[src/rtl/tts_pkg.sv]
// Shared definitions for the truth-table sequencer.
//   tts_state_e   : sequencer FSM states
//   N_IN_DEFAULT  : default number of network inputs (x1, x2)
//   NUM_VEC       : number of input combinations for the default input count
//   F1_TABLE      : truth table of F1(x1,x2) = x1 V x1*not(x2), which reduces to x1
//   num_vec()     : 2**n helper for sizing tables and counters
package tts_pkg;

  typedef enum logic [1:0] {
    IDLE   = 2'd0,
    SETTLE = 2'd1,
    SAMPLE = 2'd2,
    DONE   = 2'd3
  } tts_state_e;

  localparam int N_IN_DEFAULT = 2;
  localparam int NUM_VEC      = 2 ** N_IN_DEFAULT;

  // Bit i is F1 for input vector i, where vector bit 1 is x1.
  localparam logic [NUM_VEC-1:0] F1_TABLE = 4'b1100;

  function automatic int num_vec(input int n);
    return 1 << n;
  endfunction

endpackage

[src/rtl/truth_table_sequencer_settle_timer.sv]
// Settle interval timer.
//   clk   : system clock, rising edge
//   rst   : synchronous active-high reset
//   clear : force the count back to zero (has priority over en)
//   en    : count one cycle of settling
//   tc    : high while enabled in the last settle cycle (count == SETTLE_CYCLES-1)
// SETTLE_CYCLES must be in 1..15.
module settle_timer
  import tts_pkg::*;
#(
  parameter int SETTLE_CYCLES = 2
) (
  input  logic clk,
  input  logic rst,
  input  logic clear,
  input  logic en,
  output logic tc
);

  localparam logic [3:0] LAST = 4'(SETTLE_CYCLES - 1);

  logic [3:0] count;

  always_ff @(posedge clk) begin
    if (rst || clear) begin
      count <= '0;
    end else if (en) begin
      count <= count + 4'd1;
    end
  end

  assign tc = en && (count == LAST);

endmodule

[src/rtl/truth_table_sequencer.sv]
// Truth-table sequencer: steps a gate network's inputs through every
// combination, waits a settle interval, samples the network output and
// compares it against the expected truth table.
//   clk              : system clock, rising edge
//   rst              : synchronous active-high reset
//   start            : pulse; begins a sweep from IDLE or DONE
//   abort            : pulse; returns to IDLE and clears results (beats start)
//   dut_out          : network output, already synchronous to clk
//   vec_out          : input vector to the network (MSB = x1)
//   busy             : high in SETTLE and SAMPLE
//   done             : high in DONE
//   pass             : high in DONE when no vector mismatched
//   err_count        : mismatching vectors in the last sweep
//   first_fail       : index of the first mismatching vector
//   first_fail_valid : first_fail holds a captured index
//   result_led       : copy of pass for the result LED
//   state_dbg        : current FSM state (tts_state_e encoding)
// Handshake: start and abort are single-cycle pulses sampled on the rising
// edge; there is no ready, a start outside IDLE/DONE is simply dropped.
module truth_table_sequencer
  import tts_pkg::*;
#(
  parameter int                    N_IN          = N_IN_DEFAULT,
  parameter int                    SETTLE_CYCLES = 2,
  parameter logic [2**N_IN-1:0]    EXPECTED      = F1_TABLE
) (
  input  logic            clk,
  input  logic            rst,
  input  logic            start,
  input  logic            abort,
  input  logic            dut_out,
  output logic [N_IN-1:0] vec_out,
  output logic            busy,
  output logic            done,
  output logic            pass,
  output logic [N_IN:0]   err_count,
  output logic [N_IN-1:0] first_fail,
  output logic            first_fail_valid,
  output logic            result_led,
  output logic [1:0]      state_dbg
);

  localparam int            NV       = num_vec(N_IN);
  localparam logic [N_IN:0] ERR_MAX  = (N_IN + 1)'(NV);
  localparam logic [N_IN-1:0] VEC_LAST = '1;

  tts_state_e    state;
  logic          settle_done;
  logic          timer_clear;
  logic          timer_en;
  logic          mismatch;
  logic [N_IN:0] err_next;

  // Counter only runs in SETTLE and is held at zero everywhere else, so
  // every vector starts its settle interval from a clean count.
  assign timer_en    = (state == SETTLE);
  assign timer_clear = (state != SETTLE) || abort;

  settle_timer #(
    .SETTLE_CYCLES(SETTLE_CYCLES)
  ) u_settle_timer (
    .clk  (clk),
    .rst  (rst),
    .clear(timer_clear),
    .en   (timer_en),
    .tc   (settle_done)
  );

  assign mismatch = (dut_out != EXPECTED[vec_out]);

  // Error count after this SAMPLE cycle; used so pass can be registered on
  // the same edge that enters DONE.
  always_comb begin
    err_next = err_count;
    if (mismatch && (err_count != ERR_MAX)) begin
      err_next = err_count + (N_IN + 1)'(1);
    end
  end

  always_ff @(posedge clk) begin
    if (rst || abort) begin
      state            <= IDLE;
      vec_out          <= '0;
      busy             <= 1'b0;
      done             <= 1'b0;
      pass             <= 1'b0;
      err_count        <= '0;
      first_fail       <= '0;
      first_fail_valid <= 1'b0;
      result_led       <= 1'b0;
    end else begin
      case (state)
        IDLE, DONE: begin
          if (start) begin
            state            <= SETTLE;
            vec_out          <= '0;
            busy             <= 1'b1;
            done             <= 1'b0;
            pass             <= 1'b0;
            err_count        <= '0;
            first_fail       <= '0;
            first_fail_valid <= 1'b0;
            result_led       <= 1'b0;
          end
        end
        SETTLE: begin
          if (settle_done) begin
            state <= SAMPLE;
          end
        end
        SAMPLE: begin
          err_count <= err_next;
          if (mismatch && !first_fail_valid) begin
            first_fail       <= vec_out;
            first_fail_valid <= 1'b1;
          end
          if (vec_out == VEC_LAST) begin
            state      <= DONE;
            busy       <= 1'b0;
            done       <= 1'b1;
            pass       <= (err_next == '0);
            result_led <= (err_next == '0);
          end else begin
            vec_out <= vec_out + N_IN'(1);
            state   <= SETTLE;
          end
        end
        default: begin
          state <= IDLE;
        end
      endcase
    end
  end

  assign state_dbg = state;

endmodule
[config.mk]
export PLATFORM = sky130hd
export DESIGN_NAME = truth_table_sequencer
export DESIGN_NICKNAME = d
export VERILOG_FILES = /design/src/rtl/tts_pkg.sv /design/src/rtl/truth_table_sequencer_settle_timer.sv /design/src/rtl/truth_table_sequencer.sv
export SDC_FILE = /design/constraint.sdc
export NUM_CORES = 1
export LEC_CHECK = 0
export BUFFER_PORTS_ARGS = -buffer_cell sky130_fd_sc_hd__buf_2
export CORE_MARGIN = 3
export CORE_UTILIZATION = 40
export DETAILED_ROUTE_END_ITERATION = 8
export PLACE_DENSITY_LB_ADDON = 0.25
export SYNTH_ARGS = -nofsm -noshare
export SYNTH_HDL_FRONTEND = slang
export SYNTH_SLANG_ARGS = --single-unit
[constraint.sdc]
create_clock -name clk -period 3.5 [get_ports clk]
set_clock_uncertainty 0.05 [all_clocks]
set_input_delay 0.525 -clock clk [delete_from_list [all_inputs] [get_ports clk]]
set_output_delay 0.525 -clock clk [all_outputs]
set_load 0.05 [all_outputs]
==> results.txt, run 1 <==
The flow ran to the end, and the final reports show no timing, DRC or antenna violations. For the final routed database, the setup TNS stands at 0 ns. Counting every net in the synthesized netlist gives 123.

Measured in cells, the most critical reg-to-reg path has a length of 6. Dividing total power by cell area gives a power density of 320.1 nW/um^2. The full die area came out at 2925 sq um. The first-pass GRT wire length came out at 2842 microns.

The global-route total usage across every layer came out at 0.1332. The part of the total power dissipated in combinational logic came out at 0.098. The total internal power came out at 0.2475 mW. The setup fix buffers added after clock tree synthesis came out at 0. The power dissipated by switching net loads is 0.09086 mW.

The gate family responsible for the most delay along the worst path is simple AND/OR/NAND/NOR gates. In this run the standard cell core region covers 2082 sq um. The number of iterations in the first detailed-routing pass is 4. The deepest clock path buffer count came out at 2. The I/O pin count came out at 19. The part of the cycle the worst path needs is 0.5081. The clock tree from TritonCTS is built. The detail route stage leaves a number of antenna-violating nets equal to 0. The worst path in the final design needs a cycle of 1.778 ns, including I/O delays and setup. The number of DRC markers in iteration 0 came out at 9.

In the final layout, flip-flops and latches occupy 340.3 sq um. The worst setup path is captured at a flip-flop. The final number of hold-violating endpoints is 0. The cell count after placement came out at 151. The overall power consumption is 0.3384 mW. The peak per-stage delay on the critical path is 0.41 ns.

Summing every instance area after synthesis gives 924.6 sq um. In this run the worst hold path is classified as reg -> reg. Setup repair after global routing left no endpoint under its margin.

The endpoint identified for the worst register-to-register timing path is err_count[2]$_SDFFE_PP0P_. The critical path goes through inv_1, ha_1, nand2b_1, nand2_1, or3_1, a21oi_1. The tool flagged a number of max-cap violations equal to 0. The height of the die came out at 54.08 microns. The number of remaining DRC errors came out at 0. The leakage power summed over all cells came out at 0.4378 nW. The floorplan die width is 54.08 microns. The post-detailed-routing wire length came out at 1721 microns. The largest net degree at the start of global routing is 12. Leaving out fill and tap cells, the most frequent cells in the layout are sky130_fd_sc_hd__buf_2, sky130_fd_sc_hd__dfxtp_1, sky130_fd_sc_hd__nand2_1, sky130_fd_sc_hd__a21oi_1, sky130_fd_sc_hd__nor2_1. The clock edge transition at the registers on the reported setup and hold paths came out at 0.10 ns. Of the total power, registers draw 0.582.

The library cell used most frequently in the layout, excluding fill and tap cells, is sky130_fd_sc_hd__buf_2. The clock reaches the later pin of the worst-skew pair after 0.30 ns. In this run the core area contains 16 standard-cell rows. The number of fill cells is 209. The relative max-transition margin is 0.6043.

The critical path startpoint category is a flip-flop. The post-detailed-placement half-perimeter wirelength is 1304 microns. In this run the tool buffered the top-level ports with 18 buffer cells. Static timing analysis puts the maximum clock frequency at 562.3 MHz. In this run the clock root is driven by a sky130_fd_sc_hd__clkbuf_4.

The clock sink count came out at 17. The proportion of total power due to net switching is 0.2685. The number of antenna repair diodes came out at 0. The final-layout worst hold slack is 0.4317 ns. The startpoint identified for the worst register-to-register timing path is state_dbg[0]$_SDFFE_PP0P_. The required time of the worst setup path came out at 3.69 ns. Following the worst setup path forward leads to its endpoint at err_count[2]$_SDFFE_PP0P_. The worst setup path is of the reg -> reg kind. The highest fanout seen on the critical path came out at 6.

The placer congestion estimate is 0.7544. The pin slew with the least headroom to its limit is 0.5897 ns. The share of total power dissipated in the clock network is 0.320.

The total global routing overflow is 0. The count of placed standard cells in the final layout, fillers left out came out at 155. The starting utilization of the core area is 0.4441. At the end of the flow, the number of nets in the layout was 142. The worst setup path startpoint is state_dbg[0]$_SDFFE_PP0P_.

The average instance area after synthesis came out at 8.406 sq um. Gates resized during post-CTS repair numbered 0. The worst path buffer plus inverter count is 1.

For this design, the slowest cell found on the critical path is sky130_fd_sc_hd__dfxtp_1. The depth of the CTS H-tree is 1. The number of standard cells after synthesis came out at 110. The number of global-route vias before repair came out at 673. The number of antenna violations at the first check in global routing is 0. VDD sags by at most 159.7 uV. The number of buffers inserted by hold repair at cts came out at 0. The area of the multi-input gates is 543.0 sq um. Counting buffers and inverters, the worst setup path is 6 cells deep. The sequential-to-total area share from yosys stat is 0.3681. The number of different library cells in the post-synthesis netlist is 31.

The fraction of final layout cells with drive strength greater than 1 came out at 0.2109. The setup-violating endpoint count in the final report is 0. The layout overhead on the synthesized area came out at 14.34%. After detailed routing, the number of vias per cell comes to 5.161. The number of vias after detailed routing came out at 800. The worst reg-to-reg setup slack came out at 1.72 ns. The number of CTS-inserted buffers came out at 3.

The count of yosys warnings during synthesis is 0. The number of pins exceeding their max-slew limit in the final report came out at 0. The count of state elements after synthesis is 17. The signal arrival time at the worst endpoint is 1.97 ns.

Dividing the detail-routed wire length by the instance count gives 11.10 microns.
[registers in the layout, indices dropped and copies added, names as in the netlist]
signal	cells
vec_out	2
err_count	3
u_settle_timer.count	4
state_dbg	2
done	1
result_led	1
first_fail	2
busy	1
first_fail_valid	1
[synth_stat cells, drive strengths merged]
cell / n / area share
dfxtp: 17 / 0.37
a21oi: 13 / 0.070
nand2: 13 / 0.053
nor2: 10 / 0.041
ha: 8 / 0.11
inv: 6 / 0.024
o21ai: 6 / 0.037
o21a: 5 / 0.041
and2: 3 / 0.020
clkbuf: 3 / 0.012
nand3: 3 / 0.016
a211oi: 2 / 0.016
nor2b: 2 / 0.014
nor3: 2 / 0.011
o211ai: 2 / 0.016
xnor2: 2 / 0.019
xor2: 2 / 0.027
a21o: 1 / 0.0081
a22oi: 1 / 0.0081
and4b: 1 / 0.011
buf: 1 / 0.0081
nand2b: 1 / 0.0068
nor4b: 1 / 0.016
o31ai: 1 / 0.0081
o41ai: 1 / 0.018
or2: 1 / 0.0068
or3: 1 / 0.0068
or3b: 1 / 0.0095
[power by group through the flow]
stage	clock network, mW	registers [mW]	logic, mW
floorplan	0	0.207	0.0190
global placement	0	0.201	0.0328
detailed placement	0	0.201	0.0333
CTS	0.109	0.197	0.0334
global route	0.119	0.197	0.0376
finish	0.108	0.197	0.0332
[area by class of cell]
| class | count | area share |
|---|---|---|
| multi-input combinational | 83 | 0.5136 |
| sequential | 17 | 0.3219 |
| timing repair buffer | 18 | 0.08521 |
| tap | 27 | 0.03195 |
| clock buffer | 3 | 0.02130 |
| inverter | 6 | 0.02130 |
| clock inverter | 1 | 0.004734 |
[layer usage]
metal  global-route usage  up-vias  routed length (microns)
met4              0.06224        0                       28
met2               0.1794       19                      735
met3              0.02770        5                       89
met5                    0        -                        0
li1                     -      413                        -
met1               0.1980      363                      867
[kinds of logic after synthesis]
| group | count (synthesis) | synth area share |
|---|---|---|
| adder cells (fa/ha/maj) | 8 | 0.1083 |
| AO/OA/AOI/OAI | 32 | 0.2219 |
| XOR/XNOR | 4 | 0.04602 |
| flip-flops | 17 | 0.3681 |
| AND/OR/NAND/NOR | 39 | 0.2111 |
| buffers and inverters | 10 | 0.04466 |
[stage by stage]
stage / area (sq um) / utilization / setup WS (ns)
2_1_floorplan: 924.6 / - / 1.540
3_3_place_gp: 1030 / 0.4946 / 1.777
3_5_place_dp: 1030 / 0.4946 / 1.738
4_1_cts: 1057 / 0.5078 / 1.717
5_1_grt: 1057 / 0.5078 / 1.533
6_report: 1057 / 0.5078 / 1.722
[worst min path at each step]
stage / depth (start not counted) / from / slack (ns) / end
after floorplan: 1 / u_settle_timer.count[0]$_SDFFE_PP0P_ / 0.38 / u_settle_timer.count[0]$_SDFFE_PP0P_
after global placement: 1 / u_settle_timer.count[0]$_SDFFE_PP0P_ / 0.40 / u_settle_timer.count[0]$_SDFFE_PP0P_
after detailed placement: 1 / u_settle_timer.count[0]$_SDFFE_PP0P_ / 0.41 / u_settle_timer.count[0]$_SDFFE_PP0P_
after CTS: 2 / first_fail[0]$_SDFFE_PP0P_ / 0.43 / first_fail[0]$_SDFFE_PP0P_
after global routing: 1 / u_settle_timer.count[0]$_SDFFE_PP0P_ / 0.47 / u_settle_timer.count[0]$_SDFFE_PP0P_
final: 1 / u_settle_timer.count[0]$_SDFFE_PP0P_ / 0.43 / u_settle_timer.count[0]$_SDFFE_PP0P_
No activity file was read; power rests on OpenSTA's default activity.
==> run 2: changes to the inputs <==
Settings changed: ABC_AREA from default to 1.
Clock period 3.5 ns to 1.8 ns, I/O delays scaled along.
==> results.txt, run 2 <==
The worst setup path is launched from a flip-flop. The setup-violating endpoint count in the final report is 0. The first global-routing pass estimated 3084 microns of wire. The final number of hold-violating endpoints came out at 0. The number of violations of the max-capacitance limit came out at 0. The async set-reset flop share out of synthesis came out at 0.

The upper clock frequency limit came out at 633.2 MHz. The total internal power came out at 0.4874 mW. The number of nets handed over by synthesis was 137. The final worst setup slack came out at 0.2208 ns.

The part of the total power dissipated in combinational logic came out at 0.109. Headroom to the max-slew limit came out at 0.8168. Dividing the detail-routed wire length by the instance count gives 9.977 microns. The cell sitting at the root of the clock tree is a sky130_fd_sc_hd__clkbuf_4. The number of placement rows came out at 16. The full die area is 2857 sq um. The clock edge transition at the registers on the reported setup and hold paths is 0.10 ns. The worst-case vdd ir drop came out at 456.0 uV. The count of port buffers added during placement came out at 18.

The placer congestion estimate came out at 0.8087. The power dissipated by switching net loads is 0.1646 mW. The post-detailed-routing wire length is 1726 microns. The proportion of total power due to net switching is 0.2525. The required time of the worst setup path is 1.92 ns. In this run the static leakage power is 0.4947 nW. The library cell used most frequently in the layout, excluding fill and tap cells, is sky130_fd_sc_hd__nand2_1.

The number of antenna repair diodes came out at 0. The largest registers in the layout are u_settle_timer.count (4), err_count (3). The part of the cycle the worst path needs came out at 0.8773. For this design, the slowest cell found on the critical path is sky130_fd_sc_hd__dfxtp_2. The number of standard cells after synthesis is 124. The setup fix buffers added after clock tree synthesis came out at 0. The signal arrival time at the worst endpoint is 1.70 ns. The register with the most flip-flops in the layout has 4 of them. The number of flops mapped to enable cells by yosys is 0.

The final net count is 160. The per-cell via count in the routed design is 4.786. The number of pins exceeding their max-slew limit in the final report is 0. The mapped cell area came out at 900.9 sq um. The pin slew with the least headroom to its limit is 0.2731 ns.

Of the total power, registers draw 0.587. The shortest clock period the worst path allows after layout is 1.579 ns. The depth of the CTS H-tree is 1. The min-delay analysis places its worst path in the category in -> reg.

The element type at the critical path end is a flip-flop. The number of buffers inserted by hold repair at cts came out at 0. The highest fanout seen on the critical path came out at 5. The power density relative to cell area came out at 619.6 nW/um^2.

The largest net degree at the start of global routing came out at 11. Yosys attributes the largest share of cell area to sky130_fd_sc_hd__dfxtp_1, sky130_fd_sc_hd__nand2_1, sky130_fd_sc_hd__ha_1. The initial utilization of the core area, before any placement, comes to 0.4412. The total global routing overflow is 0. The number of global-route vias before repair came out at 761. Relative to the synthesized area, the layout overhead comes to 16.81%. The top cell types in the final layout, fill and taps aside, are sky130_fd_sc_hd__nand2_1, sky130_fd_sc_hd__buf_2, sky130_fd_sc_hd__inv_1, sky130_fd_sc_hd__dfxtp_1, sky130_fd_sc_hd__a21oi_1. In the global route stage, overall resource usage came out at 0.1460.

The post-detailed-placement half-perimeter wirelength is 1376 microns. Among all cell types in the netlist, the one instantiated most often is sky130_fd_sc_hd__nand2_1. No sink is reached through more buffers than the 2 on the longest clock path. The class of the most critical setup path is reg -> reg.

The clock sink count came out at 17. The count of state elements after synthesis is 17. The run finished with clean final reports. The quantity of gates resized following cts came out at 0. The peak per-stage delay on the critical path came out at 0.37 ns. The share of total power dissipated in the clock network is 0.304. The number of iterations in the first detailed-routing pass is 4. TritonCTS built the clock tree. Summed over all instances, the cell type with the most area after synthesis is sky130_fd_sc_hd__dfxtp_1.

In this run the vertical extent of the chip is 53.46 microns. The number of antenna violations at the first check in global routing came out at 0. The worst slack at placement came out at 0.2479 ns. The most used flip-flop cell after synthesis is sky130_fd_sc_hd__dfxtp_1. Walking the worst path, the cells encountered are inv_1, ha_1, inv_2, nor2_4, a21oi_4, inv_2, nor2_4, inv_1, nand2_1, a21oi_1. Setup repair after global routing left no endpoint under its margin. The commonest cells after synthesis are sky130_fd_sc_hd__nand2_1, sky130_fd_sc_hd__dfxtp_1, sky130_fd_sc_hd__inv_1. The Yosys step of the flow raised 0 warnings. The post-route standard cell area excluding fillers came out at 1052 sq um. After synthesis, the mean cell area works out to 7.265 sq um. The floorplan die width is 53.46 microns. The share of the Yosys chip area taken by registers is 0.3778.

The I/O pin count is 19. The number of vias after detailed routing came out at 828. Buffers inserted during clock tree synthesis total 3. The number of remaining DRC errors came out at 0.

The placement-stage cell area is 1026 sq um. Of the cells placed in the final design, the portion with a size suffix greater than 1 is 0.2123. The clock latency at the later pin of the worst-skew pair came out at 0.29 ns. The detail route stage leaves a number of antenna-violating nets equal to 0. The core outline area came out at 2042 sq um. For this block, the initial DRC count from the detailed router was 17.

The final-layout worst hold slack came out at 0.3111 ns. The accumulated negative setup slack came out at 0 ns. The number of different library cells in the post-synthesis netlist came out at 21.

The share of synthesized area in the top cell type comes to 0.3778. Ranked by flip-flop count, first place goes to u_settle_timer.count.
## run 2: changes by cell type in the layout (fill, tap and decap cells not counted), moves of 3 or more
| cell | previous run | this run |
|---|---|---|
| sky130_fd_sc_hd__nand2_1 | 13 | 33 |
| sky130_fd_sc_hd__inv_1 | 6 | 16 |
| sky130_fd_sc_hd__o21a_1 | 5 | 0 |
| sky130_fd_sc_hd__and2_1 | 3 | 0 |
| sky130_fd_sc_hd__inv_2 | 0 | 3 |
## run 2: logic make-up (layout without fill, tap and decap cells)
group / after synthesis / count (layout) / share of synthesized area
and+or+nand+nor: 55 / 55 / 0.2667
AOI/OAI and AO/OA: 21 / 21 / 0.1333
buffers and inverters: 21 / 43 / 0.09167
DFF: 17 / 17 / 0.3778
adders and majority gates: 8 / 8 / 0.1111
xor gates and xnor gates: 2 / 2 / 0.01945
## run 2: stage by stage
stage                     std cells  total power [mW]  utilization
final                           173            0.6520       0.5153
after global routing            173            0.6824       0.5153
after CTS                       173            0.6573       0.5153
after detailed placement        169            0.4624       0.5025
after global placement          169            0.4607       0.5025
after floorplan                 124            0.4429            -
## run 2: metal layers
| metal | track usage | wire length, microns |
|---|---|---|
| met2 | 0.2673 | 820 |
| met4 | 0.06383 | 31 |
| met1 | 0.1610 | 778 |
| met5 | 0 | 0 |
| met3 | 0.02535 | 95 |
## run 2: area by class of cell
class | instances | area (sq um)
fill | 221 | 989.7
inverter | 20 | 75.07
sequential | 17 | 341.6
tap | 27 | 33.78
timing repair buffer | 19 | 97.59
clock buffer | 4 | 26.28
multi-input combinational | 86 | 478.0
## run 2: final timing paths
| path | from | to | slack, ns | cells past startpoint |
|---|---|---|---|---|
| max | state_dbg[0]$_SDFFE_PP0P_ | result_led$_SDFFE_PP0P_ | 0.22 | 10 |
| max reg2reg | state_dbg[0]$_SDFFE_PP0P_ | result_led$_SDFFE_PP0P_ | 0.22 | 10 |
| min reg2reg | done$_SDFFE_PP0P_ | done$_SDFFE_PP0P_ | 0.41 | 2 |
| min | rst | err_count[0]$_SDFFE_PP0P_ | 0.31 | 4 |
## run 2: critical path, delay by kind of cell, from the launching register on
kind	cells	cell delay, ns
simple gates	3	0.21
flops	1	0.37
fa+ha+maj	1	0.30
buf+inv	4	0.32
compound gates	2	0.21
## run 2: power groups by stage
stage	clock network, mW	registers, mW	logic, mW
6_report	0.198	0.383	0.0709
3_3_place_gp	0	0.391	0.0695
2_1_floorplan	0	0.401	0.0418
5_1_grt	0.219	0.383	0.0797
3_5_place_dp	0	0.391	0.0711
4_1_cts	0.203	0.383	0.0714
